==> src/rtl/dpram_arb_pkg.sv <==
// Shared types and helpers for the dual-port RAM port arbiter.
//   arb_state_e : arbiter FSM states (IDLE = no owner, OWNED = owner holds the port)
//   rr_pick_t   : result of a round-robin search {found, idx}
//   rr_pick()   : first set bit of a request mask at or after a start pointer, wrapping
// Index width is sized for the largest supported requester count (8) so every
// instance shares one index type regardless of NUM_REQ.
package dpram_arb_pkg;

    typedef enum logic {IDLE, OWNED} arb_state_e;

    localparam int MAX_REQ = 8;
    localparam int IDX_W   = $clog2(MAX_REQ);

    typedef struct packed {
        logic             found;
        logic [IDX_W-1:0] idx;
    } rr_pick_t;

    // Rotate the mask so startPtr sits at position 0, take the lowest set bit,
    // then rotate the index back. Written as a bounded walk so it works for
    // requester counts that are not powers of two.
    function automatic rr_pick_t rr_pick(input logic [MAX_REQ-1:0] mask,
                                         input logic [IDX_W-1:0]   startPtr,
                                         input int                 n);
        rr_pick_t res;
        int       pos;
        res = '0;
        for (int k = 0; k < MAX_REQ; k++) begin
            if (!res.found && k < n) begin
                pos = (int'(startPtr) + k) % n;
                if (mask[pos[IDX_W-1:0]]) begin
                    res.found = 1'b1;
                    res.idx   = pos[IDX_W-1:0];
                end
            end
        end
        return res;
    endfunction

endpackage

==> src/rtl/dpram_port_arbiter_if.sv <==
// Bundle of requester-side and RAM-side signals of one arbitrated RAM port.
//   req_i/we_i/addr_i/wdata_i : per-requester requests, packed NUM_REQ wide
//   gnt_o/rvalid_o/rdata_o    : per-requester grant, read-valid and shared read data
//   mem_*                     : the single RAM port driven by the arbiter
// slave  : the arbiter's view
// master : the view of the surrounding system (requesters + RAM)
interface dpram_port_arbiter_if #(
    parameter int NUM_REQ    = 4,
    parameter int ADDR_WIDTH = 8,
    parameter int DATA_WIDTH = 32
);
    logic [NUM_REQ-1:0]            req_i;
    logic [NUM_REQ-1:0]            we_i;
    logic [NUM_REQ*ADDR_WIDTH-1:0] addr_i;
    logic [NUM_REQ*DATA_WIDTH-1:0] wdata_i;
    logic [NUM_REQ-1:0]            gnt_o;
    logic [NUM_REQ-1:0]            rvalid_o;
    logic [DATA_WIDTH-1:0]         rdata_o;
    logic                          mem_en_o;
    logic                          mem_we_o;
    logic [ADDR_WIDTH-1:0]         mem_addr_o;
    logic [DATA_WIDTH-1:0]         mem_wdata_o;
    logic [DATA_WIDTH-1:0]         mem_rdata_i;

    modport slave (
        input  req_i, we_i, addr_i, wdata_i, mem_rdata_i,
        output gnt_o, rvalid_o, rdata_o, mem_en_o, mem_we_o, mem_addr_o, mem_wdata_o
    );

    modport master (
        output req_i, we_i, addr_i, wdata_i, mem_rdata_i,
        input  gnt_o, rvalid_o, rdata_o, mem_en_o, mem_we_o, mem_addr_o, mem_wdata_o
    );
endinterface

==> src/rtl/dpram_port_arbiter_rr_pick.sv <==
// Combinational round-robin picker.
//   reqMask  : candidate requesters
//   startPtr : first index to consider (search wraps modulo NUM_REQ)
//   found    : some candidate was set
//   winner   : index of the first candidate at or after startPtr
module rr_pick_fixed
    import dpram_arb_pkg::*;
#(
    parameter int NUM_REQ = 4
) (
    input  logic [NUM_REQ-1:0] reqMask,
    input  logic [IDX_W-1:0]   startPtr,
    output logic               found,
    output logic [IDX_W-1:0]   winner
);
    rr_pick_t res;

    // Zero-extend the mask to the package width and run the shared search.
    always_comb begin
        res    = rr_pick(MAX_REQ'(reqMask), startPtr, NUM_REQ);
        found  = res.found;
        winner = res.idx;
    end
endmodule

==> src/rtl/dpram_port_arbiter.sv <==
// Round-robin arbiter sharing one dual_port_ram port among NUM_REQ requesters.
// The owner keeps the port for up to MAX_BURST back-to-back accesses while
// anyone else waits; alone it keeps the port indefinitely.
//   clk   : rising-edge clock
//   rst_n : asynchronous active-low reset
//   bus   : dpram_port_arbiter_if.slave (requests, grants, read data, RAM port)
// Grants are combinational; read data returns one cycle after a read grant.
module dpram_port_arbiter
    import dpram_arb_pkg::*;
#(
    parameter int NUM_REQ    = 4,
    parameter int ADDR_WIDTH = 8,
    parameter int DATA_WIDTH = 32,
    parameter int MAX_BURST  = 4
) (
    input  logic                 clk,
    input  logic                 rst_n,
    dpram_port_arbiter_if.slave  bus
);
    localparam int              CNT_W     = $clog2(MAX_BURST + 1);
    localparam logic [CNT_W-1:0] BURST_MAX = CNT_W'(MAX_BURST);

    arb_state_e             state, stateNext;
    logic [IDX_W-1:0]       owner, ownerNext;
    logic [IDX_W-1:0]       rrPtr, rrPtrNext;
    logic [CNT_W-1:0]       burstCnt, burstCntNext;
    logic [NUM_REQ-1:0]     rvalid;
    logic [DATA_WIDTH-1:0]  rdata;

    logic                   grantValid;
    logic [IDX_W-1:0]       grantIdx;
    logic [NUM_REQ-1:0]     gnt;
    logic                   memEn, memWe;
    logic [ADDR_WIDTH-1:0]  memAddr;
    logic [DATA_WIDTH-1:0]  memWdata;

    logic [NUM_REQ-1:0]     ownerMask;
    logic [IDX_W-1:0]       afterOwner;
    logic                   ownerReq, otherReq;
    logic [NUM_REQ-1:0]     pickMask;
    logic [IDX_W-1:0]       pickPtr;
    logic                   pickFound;
    logic [IDX_W-1:0]       pickIdx;

    // When owned, the search starts after the owner and skips it, so a
    // handover never lands back on the outgoing owner.
    assign ownerMask  = NUM_REQ'(1) << owner;
    assign afterOwner = (owner == IDX_W'(NUM_REQ - 1)) ? '0 : owner + IDX_W'(1);
    assign ownerReq   = |(bus.req_i & ownerMask);
    assign otherReq   = |(bus.req_i & ~ownerMask);
    assign pickMask   = (state == OWNED) ? (bus.req_i & ~ownerMask) : bus.req_i;
    assign pickPtr    = (state == OWNED) ? afterOwner : rrPtr;

    rr_pick_fixed #(.NUM_REQ(NUM_REQ)) picker (
        .reqMask  (pickMask),
        .startPtr (pickPtr),
        .found    (pickFound),
        .winner   (pickIdx)
    );

    // State register plus the registered read-return path.
    always_ff @(posedge clk or negedge rst_n) begin
        if (!rst_n) begin
            state    <= IDLE;
            owner    <= '0;
            rrPtr    <= '0;
            burstCnt <= '0;
            rvalid   <= '0;
            rdata    <= '0;
        end else begin
            state    <= stateNext;
            owner    <= ownerNext;
            rrPtr    <= rrPtrNext;
            burstCnt <= burstCntNext;
            rvalid   <= gnt & ~bus.we_i;
            if (|(gnt & ~bus.we_i)) begin
                rdata <= bus.mem_rdata_i;
            end
        end
    end

    // Next-state: keep the owner while its burst allowance lasts (or nobody
    // else wants the port), otherwise hand over in the same cycle.
    always_comb begin
        stateNext    = state;
        ownerNext    = owner;
        rrPtrNext    = rrPtr;
        burstCntNext = burstCnt;
        grantValid   = 1'b0;
        grantIdx     = owner;
        unique case (state)
            IDLE: begin
                if (pickFound) begin
                    grantValid   = 1'b1;
                    grantIdx     = pickIdx;
                    ownerNext    = pickIdx;
                    burstCntNext = CNT_W'(1);
                    stateNext    = OWNED;
                end
            end
            OWNED: begin
                if (ownerReq && (burstCnt < BURST_MAX || !otherReq)) begin
                    grantValid   = 1'b1;
                    grantIdx     = owner;
                    burstCntNext = (burstCnt == BURST_MAX) ? burstCnt : burstCnt + CNT_W'(1);
                end else begin
                    rrPtrNext = afterOwner;
                    if (pickFound) begin
                        grantValid   = 1'b1;
                        grantIdx     = pickIdx;
                        ownerNext    = pickIdx;
                        burstCntNext = CNT_W'(1);
                    end else begin
                        stateNext = IDLE;
                    end
                end
            end
            default: stateNext = IDLE;
        endcase
    end

    // Outputs: grant is suppressed while reset is held, then the RAM port is
    // muxed from the granted requester (all zero when nobody is granted).
    always_comb begin
        gnt      = '0;
        memEn    = 1'b0;
        memWe    = 1'b0;
        memAddr  = '0;
        memWdata = '0;
        if (grantValid && rst_n) begin
            gnt = NUM_REQ'(1) << grantIdx;
        end
        for (int i = 0; i < NUM_REQ; i++) begin
            if (gnt[i]) begin
                memEn    = 1'b1;
                memWe    = bus.we_i[i];
                memAddr  = bus.addr_i[i*ADDR_WIDTH +: ADDR_WIDTH];
                memWdata = bus.wdata_i[i*DATA_WIDTH +: DATA_WIDTH];
            end
        end
    end

    assign bus.gnt_o       = gnt;
    assign bus.rvalid_o    = rvalid;
    assign bus.rdata_o     = rdata;
    assign bus.mem_en_o    = memEn;
    assign bus.mem_we_o    = memWe;
    assign bus.mem_addr_o  = memAddr;
    assign bus.mem_wdata_o = memWdata;
endmodule

==> src/flat_wrapper.sv <==
// flat-port wrapper written by rule: the top's interface ports become plain ports
module dpram_port_arbiter_flat import dpram_arb_pkg::*;
#(
    parameter int NUM_REQ    = 4,
    parameter int ADDR_WIDTH = 8,
    parameter int DATA_WIDTH = 32,
    parameter int MAX_BURST  = 4
)
  (clk, rst_n, bus_req_i, bus_we_i, bus_addr_i, bus_wdata_i, bus_mem_rdata_i, bus_gnt_o, bus_rvalid_o, bus_rdata_o, bus_mem_en_o, bus_mem_we_o, bus_mem_addr_o, bus_mem_wdata_o);
  dpram_port_arbiter_if #(.NUM_REQ(NUM_REQ), .ADDR_WIDTH(ADDR_WIDTH), .DATA_WIDTH(DATA_WIDTH)) bus_i ();
  input  logic clk;
  input  logic rst_n;
  input wire logic [$bits(bus_i.req_i)-1:0] bus_req_i;
  input wire logic [$bits(bus_i.we_i)-1:0] bus_we_i;
  input wire logic [$bits(bus_i.addr_i)-1:0] bus_addr_i;
  input wire logic [$bits(bus_i.wdata_i)-1:0] bus_wdata_i;
  input wire logic [$bits(bus_i.mem_rdata_i)-1:0] bus_mem_rdata_i;
  output wire logic [$bits(bus_i.gnt_o)-1:0] bus_gnt_o;
  output wire logic [$bits(bus_i.rvalid_o)-1:0] bus_rvalid_o;
  output wire logic [$bits(bus_i.rdata_o)-1:0] bus_rdata_o;
  output wire logic [$bits(bus_i.mem_en_o)-1:0] bus_mem_en_o;
  output wire logic [$bits(bus_i.mem_we_o)-1:0] bus_mem_we_o;
  output wire logic [$bits(bus_i.mem_addr_o)-1:0] bus_mem_addr_o;
  output wire logic [$bits(bus_i.mem_wdata_o)-1:0] bus_mem_wdata_o;
  assign bus_i.req_i = bus_req_i;
  assign bus_i.we_i = bus_we_i;
  assign bus_i.addr_i = bus_addr_i;
  assign bus_i.wdata_i = bus_wdata_i;
  assign bus_i.mem_rdata_i = bus_mem_rdata_i;
  assign bus_gnt_o = bus_i.gnt_o;
  assign bus_rvalid_o = bus_i.rvalid_o;
  assign bus_rdata_o = bus_i.rdata_o;
  assign bus_mem_en_o = bus_i.mem_en_o;
  assign bus_mem_we_o = bus_i.mem_we_o;
  assign bus_mem_addr_o = bus_i.mem_addr_o;
  assign bus_mem_wdata_o = bus_i.mem_wdata_o;
  dpram_port_arbiter #(.NUM_REQ(NUM_REQ), .ADDR_WIDTH(ADDR_WIDTH), .DATA_WIDTH(DATA_WIDTH), .MAX_BURST(MAX_BURST)) u_core (.clk(clk), .rst_n(rst_n), .bus(bus_i));
endmodule
==> config.mk <==
export PLATFORM = sky130hd
export DESIGN_NAME = dpram_port_arbiter_flat
export DESIGN_NICKNAME = d
export VERILOG_FILES = /design/src/rtl/dpram_arb_pkg.sv /design/src/rtl/dpram_port_arbiter_if.sv /design/src/rtl/dpram_port_arbiter_rr_pick.sv /design/src/rtl/dpram_port_arbiter.sv /design/src/flat_wrapper.sv
export SDC_FILE = /design/constraint.sdc
export NUM_CORES = 1
export LEC_CHECK = 0
export ABC_AREA = 1
export ABC_CLOCK_PERIOD_IN_PS = 3300
export BUFFER_PORTS_ARGS = -buffer_cell sky130_fd_sc_hd__buf_4
export CAP_MARGIN = 20
export CORE_AREA = 4 4 107 109
export DETAILED_ROUTE_END_ITERATION = 12
export DIE_AREA = 0 0 111 113
export GPL_TIMING_DRIVEN = 0
export PLACE_DENSITY_LB_ADDON = 0.05
export SLEW_MARGIN = 20
export SYNTH_ARGS = -nofsm -noshare
export SYNTH_HDL_FRONTEND = slang
export SYNTH_SLANG_ARGS = --single-unit
==> constraint.sdc <==
create_clock -name clk -period 3.3 [get_ports clk]
set_clock_uncertainty 0.1 [all_clocks]
set_input_delay 0.165 -clock clk [delete_from_list [all_inputs] [get_ports clk]]
set_output_delay 0.165 -clock clk [all_outputs]
set_load 0.01 [all_outputs]
Yosys cells after proc, flatten, opt, wreduce, memory -nomap -nowiden
Index checks and enable logic that the tools add are counted.
Storage, ports and cells
  input bits: 202
  logic and storage cells: 87
  flip-flop bits (word level): 45
  output and inout port bits: 82
Operators by class
  reductions and logical operators: 11
  $lt $le $gt $ge: 5
  shifts and indexed selects: 2
  eq/ne operators: 3
  mux-type cells: 45
  bitwise gates (word level): 10
  $add $sub $neg: 5
Operators with widths (number)
  $mux W32: 4
  $mux W4: 9
  $mux W8: 4
  $mux W3: 5
  $mux W1: 14
  $and A4 B4 Y4: 3
  $lt A3 B4 Y1 const B: 3
  $pmux W3 S2: 2
  $reduce_or A4 Y1: 3
  $bmux W1 S3: 3
  $not A4 Y4: 2
  $shl A1 B3 Y4 const A: 2
  $reduce_or A2 Y1: 3
  $add A2 B1 Y2 const B: 2
  $add A2 B2 Y2 const B: 2
  $lt A2 B4 Y1 const B: 1
  $mux W2: 2
  $add A3 B1 Y3 const B: 1
  $and A1 B1 Y1 const A: 3
  $eq A3 B2 Y1 const B: 1
  $eq A3 B3 Y1 const B: 1
  $lt A3 B3 Y1 const B: 1
  $ne A3 B3 Y1 const B: 1
  $bmux W1 S2: 1
  other kinds (6): 8

Logic depth before layout (Yosys ltp)
Gate-level depths: netlist (run 1).
  depth after elaboration: 23
  depth in mapped cells: 23
  depth with buffers taken out: 22

By module
Synthesis (run 1) repeated with hierarchy kept, for this count alone.
Second synthesis, totals
  cells, all modules: 535
  area, all modules: 3427.0 um^2
Modules (own cells, without submodules)
  dpram_port_arbiter: cells an instance 486, seq. area each 1151.1 um^2, instances 1, area an instance 3180.6 um^2
  rr_pick_fixed: cells an instance 49, seq. area each 0.0 um^2, instances 1, area an instance 246.5 um^2

Worst setup path after synthesis (run 1)
Ideal clock, no wire load.
  path type: register to output
  from: reg u_core.owner[0]
  to: out bus_mem_addr_o[0]
  path slack: 624 ps
  arrival time: 2411 ps
  buffers on the path: 1
  stages on the path, launching flop included: 19
  cells stage by stage: dfrtp_1 -> inv_2 -> ha_1 -> inv_1 -> nand2_1 -> o21ai_2 -> nand3_1 -> nand2_1 -> nand2_1 -> nand2_2 -> nor2_8 -> a21oi_1 -> nand3_1 -> nand2_2 -> nand3_2 -> clkinv_1 -> clkbuf_1 -> nand2_1 -> nand4_1
On the way
  cells in the longest elaborated chain, start to end: 23
  elaborated cells between the ends (all ways): 51
  classes of those cells: add/sub (4); eq/ne (1); shift (2); mux (29); bitwise (6); reduce/logical (9)
Ends and longest elaborated chain
  start, declared: RTL line dpram_port_arbiter.sv:24  | logic [IDX_W-1:0] owner, ownerNext;
  start signal, assigned: RTL line dpram_port_arbiter.sv:72  | owner <= ownerNext;
  $add A2 B1 Y2 / $eq A3 B2 Y1 (equally long branches): RTL line dpram_port_arbiter.sv:48  | assign afterOwner = (owner == IDX_W'(NUM_REQ - 1)) ? '0 : owner + IDX_W'(1);
  $mux W2 (*): RTL line dpram_port_arbiter.sv:48
  named net u_core.afterOwner[1]: RTL line dpram_port_arbiter.sv:38  | logic [IDX_W-1:0] afterOwner;
  $mux W2 (*): RTL line dpram_port_arbiter.sv:52  | assign pickPtr = (state == OWNED) ? afterOwner : rrPtr;
  $add A2 B1 Y2: RTL line dpram_arb_pkg.sv:30  | pos = (int'(startPtr) + k) % n;
  $reduce_or A2 Y1 (no line)
  $and A1 B1 Y1 (no line)
  $bmux W1 S3: RTL line dpram_arb_pkg.sv:31  | if (mask[pos[IDX_W-1:0]]) begin
  [6 not listed]
  $mux W4 (*): RTL line dpram_arb_pkg.sv:29  | if (!res.found && k < n) begin
  $mux W3: RTL line dpram_port_arbiter.sv:93, dpram_port_arbiter.sv:108
  $mux W3: RTL line dpram_port_arbiter.sv:102  | if (ownerReq && (burstCnt < BURST_MAX || !otherReq)) begin
  $pmux W3 S2: RTL line dpram_port_arbiter.sv:91  | unique case (state)
  $shl A1 B3 Y4: RTL line dpram_port_arbiter.sv:131  | gnt = NUM_REQ'(1) << grantIdx;
  $mux W4 (*): RTL line dpram_port_arbiter.sv:130  | if (grantValid && rst_n) begin
  $mux W8 (3 in series): RTL line dpram_port_arbiter.sv:134  | if (gnt[i]) begin
  $mux W8 (*): RTL line dpram_port_arbiter.sv:134
  end, declared: RTL line flat_wrapper.sv:23  | output wire logic [$bits(bus_i.mem_addr_o)-1:0] bus_mem_addr_o;
Mark *: on every way through the listed nets, which the timed path passes. The rest lies on a longest branch. The select of a mux whose other input is x is not followed.

Worst setup path in the final report (run 1)
  from: reg u_core.owner[1]
  to: out bus_mem_wdata_o[11]
On the way
  cells in the longest elaborated chain, start to end: 23
  elaborated cells between the ends (all ways): 51
  classes of those cells: add/sub (4); eq/ne (1); shift (2); mux (29); bitwise (6); reduce/logical (9)
Ends and longest elaborated chain
  $add A2 B1 Y2 / $eq A3 B2 Y1 (equally long branches): RTL line dpram_port_arbiter.sv:48
  $mux W2: RTL line dpram_port_arbiter.sv:48
  $mux W2: RTL line dpram_port_arbiter.sv:52
  $add A2 B1 Y2: RTL line dpram_arb_pkg.sv:30
  $reduce_or A2 Y1 (no line)
  $and A1 B1 Y1 (no line)
  $bmux W1 S3: RTL line dpram_arb_pkg.sv:31
  $mux W1 (not written as such): RTL line dpram_arb_pkg.sv:31
  [5 not listed]
  $mux W4: RTL line dpram_arb_pkg.sv:29
  $mux W3: RTL line dpram_port_arbiter.sv:93, dpram_port_arbiter.sv:108
  $mux W3: RTL line dpram_port_arbiter.sv:102
  $pmux W3 S2: RTL line dpram_port_arbiter.sv:91
  $shl A1 B3 Y4: RTL line dpram_port_arbiter.sv:131
  $mux W4 (*): RTL line dpram_port_arbiter.sv:130
  $mux W32 (3 in series): RTL line dpram_port_arbiter.sv:134
  $mux W32 (*): RTL line dpram_port_arbiter.sv:134
  end, declared: RTL line flat_wrapper.sv:24  | output wire logic [$bits(bus_i.mem_wdata_o)-1:0] bus_mem_wdata_o;
Every way passes the cells marked *; elsewhere a longest branch is shown, timed or not. The select of a mux whose other input is x is not followed.

==> run_results.csv, run 1 <==
group,metric,value,unit
status,run_status,"finished clean",
global_route,gr-total-overflow,0,
run,max_cap_viols,0,
die,rows,38,
critical_path,r2r-start,"u_core.owner[1]",
timing,timing_hold_violations_final,0,
power_and_ir_drop,vdd_ir_drop_max,904,uV
die,dieHeight,113,um
timing,timing.final.setup_violations,0,
drt,drtPass1Iterations,4,
global_route,track_usage,23.9,%
critical_path,setup.worst_path.end_class,"output pin",
yosys,synthDistinctLibCells,32,
clocking,tritoncts_num_sinks,45,
timing,fin_crit_sh,99.8,%
placement,io_buffer_count,283,
cells_and_area,nets,1094,
cells_and_area,share_of_final_layout_standard_cells_stronger_than_drive_strength_1,53.2,%
critical_path,worstPathMaxFanout,7,
critical_path,crit_path_max_incr_delay,0.44,ns
critical_path,cp_data_required_time,3.03,ns
critical_path,crit_path_launch_type,"flop",
critical_path,cp_num_buf_inv,5,
cells_and_area,final_common_cell,"sky130_fd_sc_hd__buf_4",
yosys,register_bit_count_reported_by_yosys,45,
drt,vias_per_cell,4.82,
placement,pre_cts_ws,-0.0284,ns
critical_path,register_to_register_setup_slack,0.20,ns
critical_path,rr_worst_depth,23,
global_route,first_global_vias,4726,
die,core_area,0.0106,mm^2
cells_and_area,layout.cell_area.non_filler,0.00707,mm^2
drt,routed_wire_length_per_instance,16.3,um
timing,timing.final.ws_setup,0.00641,ns
clocking,worst_setup_hold_path_clk_slew,0.07,ns
placement,dpl_cell_area,0.00568,mm^2
critical_path,rr_endpoint,"u_core.bus.rdata_o[11]",
global_route,global_route_wire_length_before_repair,24400,um
critical_path,worst-path-stages,21,
cells_and_area,mostFrequentLayoutCells,"sky130_fd_sc_hd__buf_4 (312), sky130_fd_sc_hd__nand2_1 (223), sky130_fd_sc_hd__nand2_2 (52), sky130_fd_sc_hd__nand4_1 (44), sky130_fd_sc_hd__dfrtp_1 (43)",
placement,globalplace.congestion,0.916,
placement,number_of_placed_instances_taps_included,943,
timing,finalSetupTns,0,ns
die,top_level_ports,284,
global_route,grt_max_degree,47,
timing,max-slew-margin-rel,60.5,%
global_route,grt_antenna_before_repair,0,
timing,final-max-slew-violation-count,0,
critical_path,cp-startpoint,"u_core.owner[1]",
timing,unrepaired_setup_endpoints_after_global_routing,"yes",
clocking,clock_insertion_delay_worst_skew,0.28,ns
yosys,synth.avg_cell_area,6.49,um^2
power_and_ir_drop,pwr_density_cell,1570,mW/mm^2
yosys,netlist_instances,520,
critical_path,critPathCapture,"bus_mem_wdata_o[11]",
power_and_ir_drop,static-leakage-power,3.71,nW
critical_path,crit_path_cell_trace,"buf_6, ha_4, nand2_4, nand3_4, nand2_8, nand2_1, nand2_2, nand2_2, buf_4, nand3_1, nand2_1, nand2_1, nand2_2, nand2_4, nand3_4, nor2_4, buf_6, clkbuf_16, nand2_1, nand4_1, buf_4",
yosys,mapped_area,0.00338,mm^2
die,dieArea,0.0125,mm^2
die,initial_core_util,31.8,%
critical_path,timing.critical_path.max_delay_family,"simple AND/OR/NAND/NOR gates",
clocking,clockRootBuffer,"sky130_fd_sc_hd__clkbuf_8",
drt,remaining_drc_errors,0,
drt,wire_length_reported_by_the_detailed_router,16700,um
critical_path,cell_type_of_the_slowest_stage_on_the_worst_timing_path,"sky130_fd_sc_hd__dfrtp_2",
critical_path,critPathKind,"reg -> out",
drt,antenna_violating_nets_post_route,0,
cells_and_area,antenna_cells,0,
clocking,max-clock-path-buffers,2,
cells_and_area,fin_cells,1026,
timing,period_needed,3.29,ns
yosys,ys_seq_area_share,33.4,%
timing,worst_pin_slew,0.593,ns
cells_and_area,area_delta_synth_final,109,%
drt,vias,4950,
clocking,cts_made_buffers,5,
clocking,tritoncts_clock_tree,"built",
critical_path,critical_path_arrival,3.03,ns
die,die_w,111,um
clocking,cts_htree_levels,2,
yosys,post_syn_nets,728,
drt,drt_iter0_markers,279,
placement,detailed_place_hpwl,12700,um
timing,fmaxAchievable,304,MHz
yosys,total_of_warnings_raised_by_yosys,0,
min_path,hp-class,"in -> reg",
critical_path,cpMostUsedCell,"sky130_fd_sc_hd__nand2_1",
repair_timing:
item / CTS / global route
hold endpoints to repair: 79 / 0
gates cloned: 2 / 5
endpoints found under the setup margin: 42 / 45
hold buffers: 35 / 0
resized for setup: 58 / 120
pin swaps: 16 / 31
setup buffers: 18 / 17
logic make-up (layout without fill, tap and decap cells):
logic type / count (synthesis) / count (layout) / share of synthesized area, %
AOI/OAI and AO/OA: 12 / 12 / 2.19
adders and majority gates: 6 / 6 / 2.22
buffers and inverters: 50 / 416 / 7.00
and+or+nand+nor: 407 / 407 / 55.2
DFF: 45 / 45 / 33.4
cell usage after synthesis:
cell | number | area, um^2
sky130_fd_sc_hd__a21boi_0 | 1 | 7.51
sky130_fd_sc_hd__ha_1 | 6 | 75.1
sky130_fd_sc_hd__buf_6 | 4 | 45.0
sky130_fd_sc_hd__nor3_4 | 1 | 16.3
sky130_fd_sc_hd__a211oi_1 | 1 | 7.51
sky130_fd_sc_hd__nor2_4 | 2 | 22.5
sky130_fd_sc_hd__nor2_2 | 1 | 6.26
sky130_fd_sc_hd__nor2_1 | 4 | 15.0
sky130_fd_sc_hd__inv_1 | 13 | 48.8
sky130_fd_sc_hd__nand3_2 | 5 | 50.1
sky130_fd_sc_hd__inv_4 | 1 | 6.26
sky130_fd_sc_hd__inv_2 | 9 | 33.8
sky130_fd_sc_hd__clkbuf_1 | 8 | 30.0
sky130_fd_sc_hd__clkinv_1 | 1 | 3.75
sky130_fd_sc_hd__dfrtp_1 | 45 | 1130
sky130_fd_sc_hd__o22ai_1 | 1 | 6.26
sky130_fd_sc_hd__a21oi_1 | 1 | 5.00
sky130_fd_sc_hd__nand2_1 | 282 | 1060
sky130_fd_sc_hd__o21ai_2 | 2 | 17.5
sky130_fd_sc_hd__nand4_2 | 1 | 12.5
sky130_fd_sc_hd__nand2_2 | 12 | 75.1
sky130_fd_sc_hd__nand2_4 | 1 | 11.3
sky130_fd_sc_hd__nand3b_1 | 1 | 7.51
sky130_fd_sc_hd__buf_2 | 13 | 65.1
sky130_fd_sc_hd__nand3_4 | 1 | 17.5
sky130_fd_sc_hd__nor3_2 | 1 | 10.0
sky130_fd_sc_hd__or2_1 | 1 | 6.26
sky130_fd_sc_hd__nor2_8 | 2 | 40.0
sky130_fd_sc_hd__buf_1 | 1 | 3.75
sky130_fd_sc_hd__nand4_1 | 44 | 275
sky130_fd_sc_hd__o21ai_0 | 6 | 30.0
sky130_fd_sc_hd__nand3_1 | 48 | 240
worst min-delay path by stage:
stage | from | end | slack, ns | cells after the start
final | bus_we_i[3] | u_core.bus.rvalid_o[3] | 0.07 | 4
after global routing | bus_we_i[3] | u_core.bus.rvalid_o[3] | 0.08 | 4
after CTS | bus_we_i[3] | u_core.bus.rvalid_o[3] | 0.06 | 4
after detailed placement | rst_n | u_core.owner[2] | 0.11 | 1
after global placement | rst_n | u_core.owner[2] | 0.10 | 1
after floorplan | rst_n | u_core.burstCnt[0] | -0.23 | 0
registers in the layout, indices dropped and copies added, names as in the netlist:
signal / flops
u_core.bus.rdata_o: 32
u_core.bus.rvalid_o: 4
u_core.burstCnt: 3
u_core.owner: 3
u_core.rrPtr: 2
u_core.state: 1
metal layers:
layer	track usage (%)	wire, um	up-vias
met2	42.7	8980	170
met3	6.42	1110	24
met1	28.9	6280	2337
li1	-	-	2419
met5	0	0	-
met4	5.34	344	0
worst reg2reg max path: stages (launching register included):
cell and delay, ns:
sky130_fd_sc_hd__dfrtp_2 0.44, sky130_fd_sc_hd__buf_6 0.13, sky130_fd_sc_hd__ha_4 0.16, sky130_fd_sc_hd__nand2_4 0.09, sky130_fd_sc_hd__nand3_4 0.14, sky130_fd_sc_hd__nand2_8 0.14
sky130_fd_sc_hd__nand2_1 0.07, sky130_fd_sc_hd__nand2_2 0.09, sky130_fd_sc_hd__nand2_2 0.08, sky130_fd_sc_hd__buf_4 0.14, sky130_fd_sc_hd__nand3_1 0.09, sky130_fd_sc_hd__nand2_1 0.07
sky130_fd_sc_hd__nand2_1 0.07, sky130_fd_sc_hd__nand2_2 0.07, sky130_fd_sc_hd__nand2_4 0.08, sky130_fd_sc_hd__nand3_4 0.11, sky130_fd_sc_hd__nor2_4 0.22, sky130_fd_sc_hd__buf_4 0.16
sky130_fd_sc_hd__nand2_2 0.06, sky130_fd_sc_hd__nand2_1 0.08, sky130_fd_sc_hd__inv_2 0.08, sky130_fd_sc_hd__buf_2 0.20, sky130_fd_sc_hd__nand3_1 0.09, sky130_fd_sc_hd__nand2_1 0.06
cell type report:
class	instances	area, um^2
Clock buffer	7	86.3
Tap cell	140	175
Fill cell	925	3530
Buffer	25	259
Timing Repair Buffer	360	2910
Multi-Input combinational cell	425	2400
Sequential cell	45	1130
Inverter	24	113
metrics by stage:
stage | util, % | power, mW | hold slack, ns
2_1_floorplan | - | 5.31 | -0.231
3_3_place_gp | 53.5 | 8.30 | 0.101
3_5_place_dp | 53.5 | 8.36 | 0.111
4_1_cts | 61.0 | 9.66 | 0.0638
5_1_grt | 66.7 | 12.0 | 0.0761
6_report | 66.7 | 11.1 | 0.0724
power breakdown:
group          internal [mW]  switching [mW]  leakage [nW]
Clock                  0.166           0.172        0.0443
Combinational           4.61            5.12          3.11
Sequential             0.853           0.167         0.559
Total                   5.63            5.46          3.71
(Power assumes the default switching activity.)
==> run 2: changes to the inputs <==
BUFFER_PORTS_ARGS = -buffer_cell sky130_fd_sc_hd__buf_2   (was -buffer_cell sky130_fd_sc_hd__buf_4)
==> run 2 against run 1 <==
The run now ends with setup timing left. Sequential cell count is the same. Cell area is 12% lower. Power is 9.6% lower. Critical path depth stayed put. Routed wire length fell by 3.0%. Clock power increased by 29%. First-iteration DRC count is 1.8% lower. Combinational power shrank 12%. Core utilization fell by 8.2 points. Die area unchanged. Sequential power barely moved.
==> run_results.csv, run 2 (same netlist as run 1, synthesis figures left out) <==
group,metric,value,unit
timing,finalSetupTns,-0.0170,ns
critical_path,critical_path_arrival,3.05,ns
cells_and_area,largest_reg_flops,32,
clocking,clockRootBuffer,"sky130_fd_sc_hd__clkbuf_8",
timing,timing.final.setup_violations,3,
drt,drtPass1Iterations,7,
drt,met2_length,8340,um
clocking,tritoncts_clock_tree,"built",
timing,unrepaired_setup_endpoints_after_global_routing,"yes",
drt,routed_wire_length_per_instance,15.9,um
global_route,gr-total-overflow,0,
power_and_ir_drop,pwr_density_cell,1620,mW/mm^2
drt,vias,4826,
clocking,cts_htree_levels,2,
critical_path,critPathKind,"reg -> out",
min_path,hp-class,"in -> reg",
drt,detail_route.wirelength.met1,6310,um
drt,vias_per_cell,4.74,
die,dieHeight,113,um
drt,wire_length_reported_by_the_detailed_router,16200,um
cells_and_area,area_delta_synth_final,83.5,%
clocking,clock_insertion_delay_worst_skew,0.29,ns
die,top_level_ports,284,
cells_and_area,finish.utilization,58.4,%
placement,io_buffer_count,283,
timing,period_needed,3.31,ns
placement,detailed_place_hpwl,12500,um
die,initial_core_util,31.8,%
drt,antenna_violating_nets_post_route,0,
die,dieArea,0.0125,mm^2
global_route,grt_max_degree,47,
cells_and_area,fin_cells,1019,
cells_and_area,share_of_final_layout_standard_cells_stronger_than_drive_strength_1,48.3,%
critical_path,crit_path_launch_type,"flop",
critical_path,setup.worst_path.end_class,"output pin",
drt,top_layer,"met4",
timing,fmaxAchievable,302,MHz
status,run_status,"complete, but fails checks",
clocking,cts_made_buffers,5,
die,core_area,0.0106,mm^2
cells_and_area,mostFrequentLayoutCells,"sky130_fd_sc_hd__buf_2 (285), sky130_fd_sc_hd__nand2_1 (260), sky130_fd_sc_hd__nand4_1 (44), sky130_fd_sc_hd__dfrtp_1 (44), sky130_fd_sc_hd__nand3_1 (43)",
power_and_ir_drop,vdd_ir_drop_max,674,uV
cells_and_area,final_common_cell,"sky130_fd_sc_hd__buf_2",
clocking,max-clock-path-buffers,2,
cells_and_area,layout.cell_area.non_filler,0.00620,mm^2
die,die_w,111,um
critical_path,cp_data_required_time,3.03,ns
timing,timing.final.ws_setup,-0.0110,ns
power_and_ir_drop,static-leakage-power,3.40,nW
placement,dpl_cell_area,0.00497,mm^2
timing,worst_pin_slew,0.589,ns
critical_path,worstPathMaxFanout,5,
timing,fin_crit_sh,100,%
drt,dr_wl_met3,1180,um
cells_and_area,nets,1083,
global_route,first_global_vias,4751,
global_route,track_usage,23.5,%
drt,drt_iter0_markers,274,
placement,number_of_placed_instances_taps_included,943,
global_route,grt_antenna_before_repair,3,
clocking,worst_setup_hold_path_clk_slew,0.08,ns
run,max_cap_viols,0,
drt,remaining_drc_errors,0,
status,violations,"setup timing",
die,rows,38,
placement,globalplace.congestion,0.922,
global_route,global_route_wire_length_before_repair,24000,um
clocking,tritoncts_num_sinks,45,
critical_path,register_to_register_setup_slack,0.31,ns
timing,final.hold.worst_slack,0.0541,ns
timing,final-max-slew-violation-count,0,
timing,timing_hold_violations_final,0,
timing,max-slew-margin-rel,60.7,%
run 2: area by class of cell:
| class | instances | area, um^2 |
|---|---|---|
| Multi-Input combinational cell | 425 | 2250 |
| Clock inverter | 2 | 37.5 |
| Tap cell | 140 | 175 |
| Clock buffer | 6 | 82.6 |
| Buffer | 26 | 277 |
| Antenna cell | 3 | 7.51 |
| Inverter | 24 | 113 |
| Sequential cell | 45 | 1130 |
| Fill cell | 1080 | 4410 |
| Timing Repair Buffer | 348 | 2120 |
run 2: through the flow:
stage | worst slack (ns) | power (mW)
CTS | 0.0190 | 8.85
floorplan | 0.624 | 5.31
global route | -0.151 | 10.9
detailed placement | -0.0275 | 7.58
global placement | 0.00245 | 7.52
finish | -0.0110 | 10.0
run 2: what timing repair did:
item | in CTS | in global routing
gates resized for setup | 50 | 76
endpoints found under the setup margin | 42 | 67
buffers inserted | 14 | 9
hold buffers | 35 | 0
hold endpoints to repair | 79 | 0
pin swaps | 4 | 33
gates cloned | 2 | 6
run 2: power by group:
group          internal [mW]  switching [mW]
combinational           3.71            4.88
sequential             0.851           0.149
clock                  0.246           0.190
run 2: path summary, 6_finish.rpt:
check	from	to	depth (start not counted)
max	u_core.owner[0]	bus_mem_wdata_o[4]	21
min	bus_we_i[3]	u_core.bus.rvalid_o[3]	4
max reg2reg	u_core.owner[0]	u_core.bus.rdata_o[12]	24
min reg2reg	u_core.bus.rdata_o[8]	u_core.bus.rdata_o[8]	2
max in group asynchronous	rst_n	u_core.owner[1]	2
min in group asynchronous	rst_n	u_core.bus.rdata_o[6]	2
run 2: per-layer routing:
layer | GRT usage (%) | vias up
li1 | - | 2406
met1 | 28.1 | 2212
met2 | 41.3 | 179
met3 | 6.36 | 29
met4 | 7.47 | 0
met5 | 0 | -
run 2: worst max-delay path, stage by stage, from the launching register on:
cell and delay [ns]:
sky130_fd_sc_hd__dfrtp_1 0.43, sky130_fd_sc_hd__inv_2 0.13, sky130_fd_sc_hd__ha_4 0.23, sky130_fd_sc_hd__inv_6 0.07, sky130_fd_sc_hd__nand2_4 0.05, sky130_fd_sc_hd__o21ai_4 0.10, sky130_fd_sc_hd__nand3_2 0.11, sky130_fd_sc_hd__nand2_2 0.09
sky130_fd_sc_hd__nand2_2 0.07, sky130_fd_sc_hd__nand2_4 0.09, sky130_fd_sc_hd__nor2_8 0.06, sky130_fd_sc_hd__nand3_4 0.07, sky130_fd_sc_hd__nand2_4 0.09, sky130_fd_sc_hd__nand2_4 0.09, sky130_fd_sc_hd__nand2_4 0.06, sky130_fd_sc_hd__buf_6 0.12
sky130_fd_sc_hd__nor3_4 0.28, sky130_fd_sc_hd__clkbuf_16 0.21, sky130_fd_sc_hd__clkbuf_16 0.13, sky130_fd_sc_hd__nand2_1 0.04, sky130_fd_sc_hd__nand4_1 0.07, sky130_fd_sc_hd__buf_2 0.14
